File: src/rtl/mem_access_stage_pkg.sv
// Shared types for the memory-access stage: FSM states and the 38-bit write-back bundle.
// The packed bundle's field order gives the bit layout seen by write-back.
package mem_access_stage_pkg;

    localparam int WB_W = 38;

    typedef enum logic {
        ST_IDLE = 1'b0,
        ST_WAIT = 1'b1
    } state_e;

    // Declared MSB first: pc[37:22], result[21:6], rd[5:3], reg_write[2], is_load[1], valid[0]
    typedef struct packed {
        logic [15:0] pc;
        logic [15:0] result;
        logic [2:0]  rd;
        logic        reg_write;
        logic        is_load;
        logic        valid;
    } wb_t;

    function automatic wb_t mk_wb(input logic [15:0] pc, input logic [15:0] result,
                                  input logic [2:0] rd, input logic reg_write,
                                  input logic is_load);
        wb_t b;
        b.pc        = pc;
        b.result    = result;
        b.rd        = rd;
        b.reg_write = reg_write;
        b.is_load   = is_load;
        b.valid     = 1'b1;
        return b;
    endfunction

endpackage

File: src/rtl/mem_access_stage_if.sv
// Execute-side, data-memory and write-back signals of the memory-access stage.
// slave = the stage itself; master = the surrounding pipeline / memory environment.
interface mem_access_stage_if;
    import mem_access_stage_pkg::*;

    logic            ex_valid;
    logic            ex_ready;
    logic [15:0]     ex_alu_result;
    logic [15:0]     ex_store_data;
    logic [2:0]      ex_rd;
    logic            ex_reg_write;
    logic            ex_mem_read;
    logic            ex_mem_write;
    logic [15:0]     ex_pc;

    logic            dmem_req;
    logic            dmem_we;
    logic [15:0]     dmem_addr;
    logic [15:0]     dmem_wdata;
    logic            dmem_ack;
    logic [15:0]     dmem_rdata;

    logic [WB_W-1:0] wb_data;
    logic            mem_err;

    modport slave (
        input  ex_valid, ex_alu_result, ex_store_data, ex_rd, ex_reg_write,
               ex_mem_read, ex_mem_write, ex_pc, dmem_ack, dmem_rdata,
        output ex_ready, dmem_req, dmem_we, dmem_addr, dmem_wdata, wb_data, mem_err
    );

    modport master (
        output ex_valid, ex_alu_result, ex_store_data, ex_rd, ex_reg_write,
               ex_mem_read, ex_mem_write, ex_pc, dmem_ack, dmem_rdata,
        input  ex_ready, dmem_req, dmem_we, dmem_addr, dmem_wdata, wb_data, mem_err
    );
endinterface

File: src/rtl/mem_access_stage.sv
// Memory-access pipeline stage: ALU results retire in 1 cycle, loads/stores via req/ack
// with a timeout. Latency 1 (ALU) / 2+waits (memory); ex_ready low while an access is outstanding.
module mem_access_stage
    import mem_access_stage_pkg::*;
#(
    parameter int unsigned TIMEOUT_CYC = 255
) (
    input  logic               clk,
    input  logic               resetn,
    mem_access_stage_if.slave  bus
);

    localparam logic [7:0] TIMER_LAST = 8'(TIMEOUT_CYC - 1);

    state_e      state_q, state_d;
    logic        req_q, req_d;
    logic        we_q, we_d;
    logic [15:0] addr_q, addr_d;
    logic [15:0] wdata_q, wdata_d;
    logic [15:0] pc_q, pc_d;
    logic [2:0]  rd_q, rd_d;
    logic        rw_q, rw_d;
    logic [7:0]  timer_q, timer_d;
    logic        err_q, err_d;
    wb_t         wb_q, wb_d;

    logic accept, is_mem, illegal, timeout_hit;

    assign accept      = bus.ex_valid && (state_q == ST_IDLE);
    assign is_mem      = bus.ex_mem_read || bus.ex_mem_write;
    assign illegal     = bus.ex_mem_read && bus.ex_mem_write;
    assign timeout_hit = (timer_q == TIMER_LAST);

    always_ff @(posedge clk or negedge resetn) begin
        if (!resetn) begin
            state_q <= ST_IDLE;
        end else begin
            state_q <= state_d;
        end
    end

    always_comb begin
        state_d = state_q;
        case (state_q)
            ST_IDLE: if (accept && is_mem && !illegal) state_d = ST_WAIT;
            ST_WAIT: if (bus.dmem_ack || timeout_hit) state_d = ST_IDLE;
            default: state_d = ST_IDLE;
        endcase
    end

    // Registered outputs and latched access context; every non-retiring cycle emits a bubble.
    always_comb begin
        req_d   = req_q;
        we_d    = we_q;
        addr_d  = addr_q;
        wdata_d = wdata_q;
        pc_d    = pc_q;
        rd_d    = rd_q;
        rw_d    = rw_q;
        timer_d = timer_q;
        err_d   = err_q;
        wb_d    = '0;
        case (state_q)
            ST_IDLE: begin
                if (accept) begin
                    if (illegal) begin
                        err_d = 1'b1;
                    end else if (is_mem) begin
                        req_d   = 1'b1;
                        we_d    = bus.ex_mem_write;
                        addr_d  = bus.ex_alu_result;
                        wdata_d = bus.ex_store_data;
                        pc_d    = bus.ex_pc;
                        rd_d    = bus.ex_rd;
                        rw_d    = bus.ex_reg_write;
                        timer_d = 8'd0;
                    end else begin
                        wb_d = mk_wb(bus.ex_pc, bus.ex_alu_result, bus.ex_rd,
                                     bus.ex_reg_write, 1'b0);
                    end
                end
            end
            ST_WAIT: begin
                if (bus.dmem_ack) begin
                    req_d   = 1'b0;
                    timer_d = 8'd0;
                    if (we_q) wb_d = mk_wb(pc_q, addr_q, rd_q, 1'b0, 1'b0);
                    else      wb_d = mk_wb(pc_q, bus.dmem_rdata, rd_q, rw_q, 1'b1);
                end else if (timeout_hit) begin
                    // Abandoned access retires as a harmless valid bundle so write-back stays in step.
                    req_d   = 1'b0;
                    timer_d = 8'd0;
                    err_d   = 1'b1;
                    wb_d    = mk_wb(pc_q, 16'h0000, rd_q, 1'b0, 1'b0);
                end else begin
                    timer_d = timer_q + 8'd1;
                end
            end
            default: ;
        endcase
    end

    always_ff @(posedge clk or negedge resetn) begin
        if (!resetn) begin
            req_q   <= 1'b0;
            we_q    <= 1'b0;
            addr_q  <= '0;
            wdata_q <= '0;
            pc_q    <= '0;
            rd_q    <= '0;
            rw_q    <= 1'b0;
            timer_q <= '0;
            err_q   <= 1'b0;
            wb_q    <= '0;
        end else begin
            req_q   <= req_d;
            we_q    <= we_d;
            addr_q  <= addr_d;
            wdata_q <= wdata_d;
            pc_q    <= pc_d;
            rd_q    <= rd_d;
            rw_q    <= rw_d;
            timer_q <= timer_d;
            err_q   <= err_d;
            wb_q    <= wb_d;
        end
    end

    assign bus.ex_ready   = (state_q == ST_IDLE);
    assign bus.dmem_req   = req_q;
    assign bus.dmem_we    = we_q;
    assign bus.dmem_addr  = addr_q;
    assign bus.dmem_wdata = wdata_q;
    assign bus.wb_data    = wb_q;
    assign bus.mem_err    = err_q;

endmodule
File: src/flat_wrapper.sv
// flat-port wrapper written by rule: the top's interface ports become plain ports
module mem_access_stage_flat import mem_access_stage_pkg::*;
#(
    parameter int unsigned TIMEOUT_CYC = 255
)
  (clk, resetn, bus_ex_valid, bus_ex_alu_result, bus_ex_store_data, bus_ex_rd, bus_ex_reg_write, bus_ex_mem_read, bus_ex_mem_write, bus_ex_pc, bus_dmem_ack, bus_dmem_rdata, bus_ex_ready, bus_dmem_req, bus_dmem_we, bus_dmem_addr, bus_dmem_wdata, bus_wb_data, bus_mem_err);
  mem_access_stage_if bus_i ();
  input  logic clk;
  input  logic resetn;
  input wire logic [$bits(bus_i.ex_valid)-1:0] bus_ex_valid;
  input wire logic [$bits(bus_i.ex_alu_result)-1:0] bus_ex_alu_result;
  input wire logic [$bits(bus_i.ex_store_data)-1:0] bus_ex_store_data;
  input wire logic [$bits(bus_i.ex_rd)-1:0] bus_ex_rd;
  input wire logic [$bits(bus_i.ex_reg_write)-1:0] bus_ex_reg_write;
  input wire logic [$bits(bus_i.ex_mem_read)-1:0] bus_ex_mem_read;
  input wire logic [$bits(bus_i.ex_mem_write)-1:0] bus_ex_mem_write;
  input wire logic [$bits(bus_i.ex_pc)-1:0] bus_ex_pc;
  input wire logic [$bits(bus_i.dmem_ack)-1:0] bus_dmem_ack;
  input wire logic [$bits(bus_i.dmem_rdata)-1:0] bus_dmem_rdata;
  output wire logic [$bits(bus_i.ex_ready)-1:0] bus_ex_ready;
  output wire logic [$bits(bus_i.dmem_req)-1:0] bus_dmem_req;
  output wire logic [$bits(bus_i.dmem_we)-1:0] bus_dmem_we;
  output wire logic [$bits(bus_i.dmem_addr)-1:0] bus_dmem_addr;
  output wire logic [$bits(bus_i.dmem_wdata)-1:0] bus_dmem_wdata;
  output wire logic [$bits(bus_i.wb_data)-1:0] bus_wb_data;
  output wire logic [$bits(bus_i.mem_err)-1:0] bus_mem_err;
  assign bus_i.ex_valid = bus_ex_valid;
  assign bus_i.ex_alu_result = bus_ex_alu_result;
  assign bus_i.ex_store_data = bus_ex_store_data;
  assign bus_i.ex_rd = bus_ex_rd;
  assign bus_i.ex_reg_write = bus_ex_reg_write;
  assign bus_i.ex_mem_read = bus_ex_mem_read;
  assign bus_i.ex_mem_write = bus_ex_mem_write;
  assign bus_i.ex_pc = bus_ex_pc;
  assign bus_i.dmem_ack = bus_dmem_ack;
  assign bus_i.dmem_rdata = bus_dmem_rdata;
  assign bus_ex_ready = bus_i.ex_ready;
  assign bus_dmem_req = bus_i.dmem_req;
  assign bus_dmem_we = bus_i.dmem_we;
  assign bus_dmem_addr = bus_i.dmem_addr;
  assign bus_dmem_wdata = bus_i.dmem_wdata;
  assign bus_wb_data = bus_i.wb_data;
  assign bus_mem_err = bus_i.mem_err;
  mem_access_stage #(.TIMEOUT_CYC(TIMEOUT_CYC)) u_core (.clk(clk), .resetn(resetn), .bus(bus_i));
endmodule
File: config.mk
export PLATFORM = sky130hd
export DESIGN_NAME = mem_access_stage_flat
export DESIGN_NICKNAME = d
export VERILOG_FILES = /design/src/rtl/mem_access_stage_pkg.sv /design/src/rtl/mem_access_stage_if.sv /design/src/rtl/mem_access_stage.sv /design/src/flat_wrapper.sv
export SDC_FILE = /design/constraint.sdc
export NUM_CORES = 1
export LEC_CHECK = 0
export BUFFER_PORTS_ARGS = -buffer_cell sky130_fd_sc_hd__buf_4
export CORE_MARGIN = 2
export CORE_UTILIZATION = 50
export CTS_CLUSTER_SIZE = 40
export DETAILED_ROUTE_END_ITERATION = 10
export HOLD_SLACK_MARGIN = 0.02
export PLACE_DENSITY = 0.8
export REMOVE_ABC_BUFFERS = 1
export SYNTH_ARGS = -nofsm -noshare
export SYNTH_HDL_FRONTEND = slang
export SYNTH_SLANG_ARGS = --single-unit
File: constraint.sdc
create_clock -name clk -period 2.2 [get_ports clk]
set_input_delay 0.44 -clock clk [delete_from_list [all_inputs] [get_ports clk]]
set_output_delay 0.44 -clock clk [all_outputs]
set_load 0.02 [all_outputs]
==> impl_metrics.py <==
metrics = {
    "global_route": {
        "grt_pass1_wl_microns": 13600,
        "grt_usage_pct": 19.7,
        "grt_max_degree": 54,
        "grt_pass1_vias": 2834,
        "antenna_found_initial": 0,
        "globalRoute.totalOverflow": 0,
    },
    "floorplanning": {
        "die_x_microns": 95.6,
        "die-area_sq_um": 9130,
        "die_y_microns": 95.6,
        "core_area_sq_um": 8180,
        "start_util_pct": 51.3,
        "rows": 33,
        "io_pins": 148,
    },
    "place": {
        "port_buffers": 147,
        "dpl_cell_area_sq_um": 5380,
        "gp_congestion": 0.869,
        "dp_hpwl_microns": 6520,
    },
    "yosys": {
        "synth_flop_cell": "dfrtp_1",
        "post-synth-top-count-cell": "dfrtp_1",
        "seq_area_frac_synth_pct": 60.9,
        "synth.cell_area_sq_um": 4190,
        "synth_largest_area_cell": "dfrtp_1",
        "yosys_register_bits": 102,
        "synthArstFlopShare_pct": 100,
        "yosysWarningCount": 0,
        "synth_cell_types": 37,
        "synth_cells": 295,
        "yosysTopAreaCellShare_pct": 60.9,
        "synth-edff-count": 0,
        "yosys-top-cells-count": "dfrtp_1 (102), mux2_2 (48), nand2_1 (19), a22o_2 (18), o21ai_0 (18)",
        "syn_area_per_cell_sq_um": 14.2,
        "synth_area_leaders": "dfrtp_1 (61%), mux2_2 (13%), a22o_2 (4.3%)",
    },
    "drt": {
        "wl_per_cell_microns": 16.3,
        "drtIter0Drc": 76,
        "drc_errors": 0,
        "vias": 2886,
        "antenna_left": 0,
        "wirelength_microns": 9040,
        "drt_pass1_iterations": 4,
        "viasPerCell": 5.19,
    },
    "hold_path": {
        "min_delay_path_depth": 2,
        "hold_path_class": "input pin to register",
    },
    "power": {
        "leakage_nw": 2.76,
        "ir_drop_mv": 0.758,
        "powerDensity_nw_per_um2": 1120,
    },
    "worst_setup_path": {
        "cp_max_fo": 9,
        "critPathCaptureType": "output port",
        "worstPathArrival_ps": 1290,
        "crit_type": "register to output port",
        "cp_cell_sequence": "inv_1 > buf_4",
        "r2r_slack_ps": 530,
        "crit_path_start_kind": "register",
        "crit_required_ps": 1760,
        "cp_slowest_cell": "dfrtp_1",
        "reg2regPathDepth": 4,
        "cpPeakStageDelay_ps": 570,
    },
    "sta": {
        "finalMaxSlewViolations": 0,
        "clock.fmax_mhz": 577,
        "tightest_slew_ps": 437,
        "setup_viol": 0,
        "fin_setup_tns_ps": 0,
        "min_period_ps": 1730,
        "skew_ps": 13.6,
        "post-route-period-util_pct": 78.7,
        "rsz0062_at_grt": "no",
        "hold_viol": 0,
        "slew_headroom_pct": 70.8,
    },
    "clock_network": {
        "cts_tree": "done",
        "numCtsBuffers": 9,
        "clock_latency_ps": 360,
        "clk_pin_slew_ps": 110,
        "clock_sinks": 102,
        "clockRootBuffer": "clkbuf_8",
        "clock_path_buffers": 2,
        "htreeDepth": 3,
    },
    "cells_and_area": {
        "finish.net_count": 525,
        "design_area_sq_um": 5600,
        "antenna_cells": 0,
        "drive_above_1_share_pct": 54.5,
        "area_delta_synth_final_pct": 33.5,
    },
    "outcome": {
        "status": "finished clean",
    },
    "run": {
        "drv_cap": 0,
    },
}
-- power breakdown --
group          internal (mW)  total, mW  switching, mW
sequential              2.45       2.80          0.353
combinational           1.14       2.25           1.11
clock                  0.545       1.21          0.662
-- logic make-up (layout without fill, tap and decap cells) --
kind of cell             count (synthesis)  in the layout  share of synthesized area [%]
flip-flops                             102            102                           60.9
adder cells (fa/ha/maj)                  5              5                           1.49
AO/OA/AOI/OAI                           50             50                           9.16
AND/OR/NAND/NOR                         45             45                           5.82
multiplexers                            68             68                           17.8
XOR/XNOR                                 5              5                           1.04
buffers and inverters                   20            176                           3.82
-- worst paths after layout --
check	from	end
min	bus_ex_store_data[9]	u_core.bus.dmem_wdata[9]$_DFFE_PN0P_
min in group asynchronous	resetn	u_core.bus.wb_data[9]$_DFF_PN0_
max in group asynchronous	resetn	u_core.bus.dmem_addr[1]$_DFFE_PN0P_
min reg2reg	u_core.rw_q$_DFFE_PN0P_	u_core.bus.wb_data[2]$_DFF_PN0_
max	u_core.state_q$_DFF_PN0_	bus_ex_ready
max reg2reg	u_core.state_q$_DFF_PN0_	u_core.bus.wb_data[5]$_DFF_PN0_
-- worst max-delay path, delay by kind of cell (launching register included) --
kind	cells	cell delay [ps]
flip-flops	1	570
buffers and inverters	2	360
-- metrics by stage --
| stage | total power [mW] | cells | setup slack (ps) | hold WS (ps) | util, % |
|---|---|---|---|---|---|
| 2_1_floorplan | 4.04 | 279 | 403 | 144 | - |
| 3_3_place_gp | 5.02 | 539 | 414 | 388 | 65.8 |
| 3_5_place_dp | 5.13 | 539 | 340 | 397 | 65.8 |
| 4_1_cts | 6.33 | 556 | 464 | 262 | 68.4 |
| 5_1_grt | 6.60 | 556 | 410 | 267 | 68.4 |
| 6_report | 6.26 | 556 | 468 | 282 | 68.4 |
-- layout make-up --
type | count | area [sq um]
clock buffers | 9 | 124
repair buffers | 156 | 1210
clock inverters | 7 | 81.3
well taps | 105 | 131
multi-input cells | 173 | 1480
fillers | 615 | 2580
inverters | 4 | 15.0
flip-flops and latches | 102 | 2550
-- registers in the layout (all words and copies together) (netlist names) --
name                   flops
u_core.rd_q                3
u_core.bus.mem_err         1
u_core.pc_q               16
u_core.state_q             1
u_core.bus.dmem_req        1
u_core.rw_q                1
u_core.timer_q             8
u_core.bus.dmem_addr      16
u_core.bus.dmem_we         1
u_core.bus.dmem_wdata     16
u_core.bus.wb_data        38
-- what timing repair did --
item                       in CTS  in global routing
setup buffers                   0                  0
setup endpoints to repair       0                  0
resized for setup               0                  0
hold buffers                    1                  0
hold endpoints to repair       28                  0
-- cell usage in the layout, fill, tap and decap left out, drive strengths merged, types with 3 or more instances in the layout --
| master | netlist | final |
|---|---|---|
| xor2 | 5 | 5 |
| mux2 | 52 | 52 |
| clkinv | 0 | 3 |
| buf | 15 | 155 |
| inv | 4 | 7 |
| mux2i | 16 | 16 |
| dfrtp | 102 | 102 |
| nor2 | 12 | 12 |
| clkbuf | 1 | 9 |
| ha | 5 | 5 |
| a22o | 20 | 20 |
| nand2 | 21 | 21 |
| o21ai | 22 | 22 |
-- layer usage --
layer	routed length, microns	part of all wire (%)	track usage, %
met3	719	8.0	4.98
met1	3640	40	24.4
met2	4550	50	32.5
met5	0	0	0
met4	125	1.4	8.57
No activity file was read; power rests on OpenSTA's default activity.
